--- config.mk ---
export PLATFORM = sky130hd
export DESIGN_NAME = vend_sequencer
export DESIGN_NICKNAME = d
export VERILOG_FILES = /design/src/rtl/vend_sequencer.sv
export SDC_FILE = /design/constraint.sdc
export NUM_CORES = 1
export LEC_CHECK = 0
export CELL_PAD_IN_SITES_DETAIL_PLACEMENT = 0
export CELL_PAD_IN_SITES_GLOBAL_PLACEMENT = 1
export CORE_MARGIN = 2
export CORE_UTILIZATION = 35
export DETAILED_ROUTE_END_ITERATION = 8
export PLACE_DENSITY_LB_ADDON = 0.1
export SLEW_MARGIN = 5
export SYNTH_ARGS = -nofsm -noshare
export SYNTH_HDL_FRONTEND = slang
export SYNTH_SLANG_ARGS = --single-unit
--- constraint.sdc ---
create_clock -name clock -period 3 [get_ports clock]
set_input_delay 0.6 -clock clock [delete_from_list [all_inputs] [get_ports clock]]
set_output_delay 0.6 -clock clock [all_outputs]
set_load 0.05 [all_outputs]
--- src/rtl/vend_sequencer.sv ---
// Vending machine sequencer: merges two coin slots into one credit count, drives the
// dispense handshake and returns surplus, cancelled or timed-out credit as change pulses.
module vend_sequencer #(
    parameter int PRICE       = 4,
    parameter int MAX_CREDIT  = 7,
    parameter int CREDIT_W    = 3,
    parameter int TIMEOUT_CYC = 1000
) (
    input  logic                clock,
    input  logic                reset,
    input  logic                coin_a,
    input  logic                coin_b,
    input  logic                cancel,
    input  logic                disp_ready,
    input  logic                disp_done,
    output logic                disp_req,
    output logic                change_pulse,
    output logic                coin_reject,
    output logic [CREDIT_W-1:0] credit,
    output logic                busy
);

    localparam int CW      = CREDIT_W + 1;
    localparam int TIMER_W = $clog2(TIMEOUT_CYC);

    localparam logic [CW-1:0]      MAXC   = CW'(MAX_CREDIT);
    localparam logic [CW-1:0]      PRICEC = CW'(PRICE);
    localparam logic [CW-1:0]      ONE    = CW'(1);
    localparam logic [CW-1:0]      TWO    = CW'(2);
    localparam logic [TIMER_W-1:0] TLAST  = TIMER_W'(TIMEOUT_CYC - 1);

    typedef enum logic [2:0] {
        IDLE,
        COLLECT,
        VEND,
        WAIT_DONE,
        REFUND
    } state_t;

    state_t state, stateNext;

    logic [CW-1:0]      creditReg, creditNext, afterA, afterB;
    logic [TIMER_W-1:0] timer, timerNext;
    logic               coinOk, acceptA, acceptB, anyAccept;
    logic               rejectNext, pulseNext, reqNext, busyNext;

    // One extra credit bit lets credit+2 be compared against MAX_CREDIT without wrapping.
    always_comb begin
        coinOk     = (state == IDLE) || (state == COLLECT);
        acceptA    = coinOk && coin_a && ((creditReg + ONE) <= MAXC);
        afterA     = acceptA ? (creditReg + ONE) : creditReg;
        acceptB    = coinOk && coin_b && ((afterA + TWO) <= MAXC);
        afterB     = acceptB ? (afterA + TWO) : afterA;
        anyAccept  = acceptA || acceptB;
        rejectNext = (coin_a && !acceptA) || (coin_b && !acceptB);

        stateNext  = state;
        creditNext = afterB;
        timerNext  = timer;
        pulseNext  = 1'b0;

        case (state)
            IDLE: begin
                if (anyAccept) begin
                    stateNext = COLLECT;
                    timerNext = '0;
                end
            end
            COLLECT: begin
                timerNext = anyAccept ? '0 : (timer + TIMER_W'(1));
                // A coin counts as activity, so it also suppresses the timeout that cycle.
                if (cancel) begin
                    stateNext = REFUND;
                    timerNext = '0;
                end else if (afterB >= PRICEC) begin
                    stateNext = VEND;
                    timerNext = '0;
                end else if (!anyAccept && (timer == TLAST)) begin
                    stateNext = REFUND;
                    timerNext = '0;
                end
            end
            VEND: begin
                if (disp_ready) begin
                    creditNext = creditReg - PRICEC;
                    stateNext  = WAIT_DONE;
                end
            end
            WAIT_DONE: begin
                if (disp_done) begin
                    stateNext = (creditReg != '0) ? REFUND : IDLE;
                end
            end
            REFUND: begin
                if (creditReg != '0) begin
                    creditNext = creditReg - ONE;
                    pulseNext  = 1'b1;
                end else begin
                    stateNext = IDLE;
                end
            end
            default: begin
                stateNext  = IDLE;
                creditNext = '0;
                timerNext  = '0;
            end
        endcase

        reqNext  = (stateNext == VEND);
        busyNext = (stateNext == VEND) || (stateNext == WAIT_DONE) || (stateNext == REFUND);
    end

    // All outputs come from flops computed off the next state.
    always_ff @(posedge clock or negedge reset) begin
        if (!reset) begin
            state        <= IDLE;
            creditReg    <= '0;
            timer        <= '0;
            disp_req     <= 1'b0;
            change_pulse <= 1'b0;
            coin_reject  <= 1'b0;
            credit       <= '0;
            busy         <= 1'b0;
        end else begin
            state        <= stateNext;
            creditReg    <= creditNext;
            timer        <= timerNext;
            disp_req     <= reqNext;
            change_pulse <= pulseNext;
            coin_reject  <= rejectNext;
            credit       <= creditNext[CREDIT_W-1:0];
            busy         <= busyNext;
        end
    end

endmodule

==> results.cfg <==
[placement]
place_congestion = 0.842
io_buffers = 13
placed_area_um2 = 1770
dp_cells = 241
hpwl_mm = 3.01

[logic_synthesis]
synth_most_common_cell = dfrtp_1
synthesis.nets = 175
ys_ff_latch = 21
syn_inst = 162
ys.flop_type = dfrtp_1
yosysUniqueCellTypes = 49
yosysWarnings = 0
yosysTopAreaCellShare_pct = 36.0
avgSynthCellArea_um2 = 9.01
synth_area_um2 = 1460
ys_top_cells_by_area = dfrtp_1 36%, ha_1 5.1%, o21ai_0 4.8%
synth-edff-count = 0
synth_commonest_cells = 21 x dfrtp_1, 16 x nand2_1, 14 x o21ai_0
ys_seq_area_share_pct = 36.0
async_reset_ff_share_pct = 100
yosys.area.top_type = dfrtp_1

[finish]
insertedDiodeCount = 0
nFillCells = 398
fin_util_pct = 45.4
stdcell_area_um2 = 1820
layout.cells.non_filler = 245
multiInputGateArea_um2 = 845
drive_gt1_share_pct = 18.5
nets = 209
regArea_um2 = 526
area_growth_pct = 24.5

[sta]
finalCriticalPeriod_ps = 2780
rsz0062_at_grt = false
final.setup.tns_ps = 0
finalSetupViolCount = 0
post-route-period-util_pct = 92.8
fmaxAchievable_mhz = 359
tightest_slew_ps = 497
fin_skew_ps = 10.4
finalHoldViolations = 0
max_slew_margin_pct = 66.8
slew_violations = 0

[floorplan]
initial_utilization_pct = 36.5
ioPinCount = 14
fp-row-count = 23
dieArea_um2 = 4700
die_w_um = 68.6
coreArea_um2 = 4000
die_h_um = 68.6

[clock_network]
insertion_delay_ps = 270
cts_buffers = 3
cts_sinks = 21
cts_root_buf = clkbuf_8
cts-htree-levels = 1
cts_tree = done
cts_buffer_depth = 2
clk_pin_slew_ps = 70

[routing]
drc_errors = 0
wire_per_inst_um = 15.5
finalWirelength_mm = 3.79
dr.pass1.iters = 4
via_count = 1328
drt_iter0_drc = 61
drtAntennaViolNets = 0
viasPerCell = 5.42

[worst_setup_path]
r2r-start = creditReg[0]
path_max_fanout = 4
crit_end = busy
crit_path_start = coin_a
worstReg2RegEnd = state[0]
r2r_slack_ps = 220
end_kind = flop
cp.arrival_ps = 2930
required_ps = 3150
worstSetupPathType = in -> reg
critPathLaunchType = primary input
reg2reg_depth = 10

[global_route]
grt_pass1_vias = 1374
antenna_found_initial = 0
track_usage_pct = 17.9
grt_max_degree = 22
grt-ovfl-total = 0
grt_pass1_wl_mm = 6.25

[hold_path]
whs_path_depth = 1
min_path_type = reg -> reg
holdCritStartpoint = timer[0]

[pwr]
power.density_nw_per_um2 = 969
p_leak_nw = 0.798
max-vdd-ir-drop_v = 0.000407
total_power_w = 0.00176

[status]
status = complete, no violations

[job]
cap_violations = 0
## flip-flops by register name (all words and copies together) (netlist names)
| register | count |
|---|---|
| disp_req | 1 |
| creditReg | 4 |
| state | 3 |
| timer | 10 |
| busy | 1 |
| change_pulse | 1 |
| coin_reject | 1 |
## critical path, cell delays in order
cell	delay, ps
clkdlybuf4s50_1	490
and4bb_2	260
o21ai_4	70
xnor2_2	130
ha_1	210
buf_4	150
a21boi_0	110
nand4b_1	270
mux2i_1	200
nor2b_2	190
a211o_1	260
## stage by stage
step                hold WS [ps]  setup slack [ps]
finish                       542               217
global route                 558              41.9
CTS                          547               156
detailed placement           522             -91.6
global placement             508             -68.0
floorplan                    304               276
## per-layer routing
metal / share of wire, % / global-route usage (%)
met1: 46 / 20.6
met2: 52 / 34.5
met3: 1.5 / 1.95
met4: 1.1 / 5.00
met5: 0 / 0
## placed cells by master, fill, tap and decap left out, drive strengths merged, types with 2 or more instances in the layout
cell type / instances
xnor2: 4
ha: 6
clkbuf: 4
nor2b: 6
o31ai: 2
nand4: 2
nor4b: 2
a21oi: 7
nand3: 5
a22o: 3
nand2: 16
o22ai: 2
dfrtp: 21
nor2: 9
clkdlybuf4s50: 13
inv: 8
o21a: 2
a31oi: 4
nor3b: 2
nand2b: 2
buf: 24
nor3: 3
and3: 4
a21o: 2
or3: 4
o21ai: 17
a21boi: 2
## where the power goes
group          internal (W)  leakage [nW]  switching (W)
clock network     0.0000949        0.0228      0.0000992
registers          0.000349         0.278      0.0000764
logic              0.000499         0.497       0.000644
## how the worst min path moves through the flow
stage,to
after floorplan,busy
after global placement,timer[1]
after detailed placement,timer[1]
after CTS,timer[1]
after global routing,timer[1]
final,timer[0]
## area by class of cell
cell class | instances | area share [%]
Multi-Input combinational cell | 125 | 46.5
Inverter | 8 | 1.65
Timing Repair Buffer | 37 | 17.1
Tap cell | 50 | 3.44
Sequential cell | 21 | 28.9
Clock buffer | 4 | 2.48
## kinds of logic (layout without fill, tap and decap cells)
family                     Yosys count  count (layout)  synth area share (%)
muxes                                1               1                 0.686
buffers and inverters               16              49                  6.34
and+or+nand+nor                     61              61                  23.8
xor gates and xnor gates             5               5                  3.51
DFF                                 21              21                  36.0
AOI/OAI and AO/OA                   52              52                  24.5
adders and majority gates            6               6                  5.14
## repair_timing
action                                  CTS  global route
buffers inserted                          0             0
gates resized for setup                   0             2
hold buffers                              0             0
endpoints found under the setup margin    0             2
(Power assumes the default switching activity.)
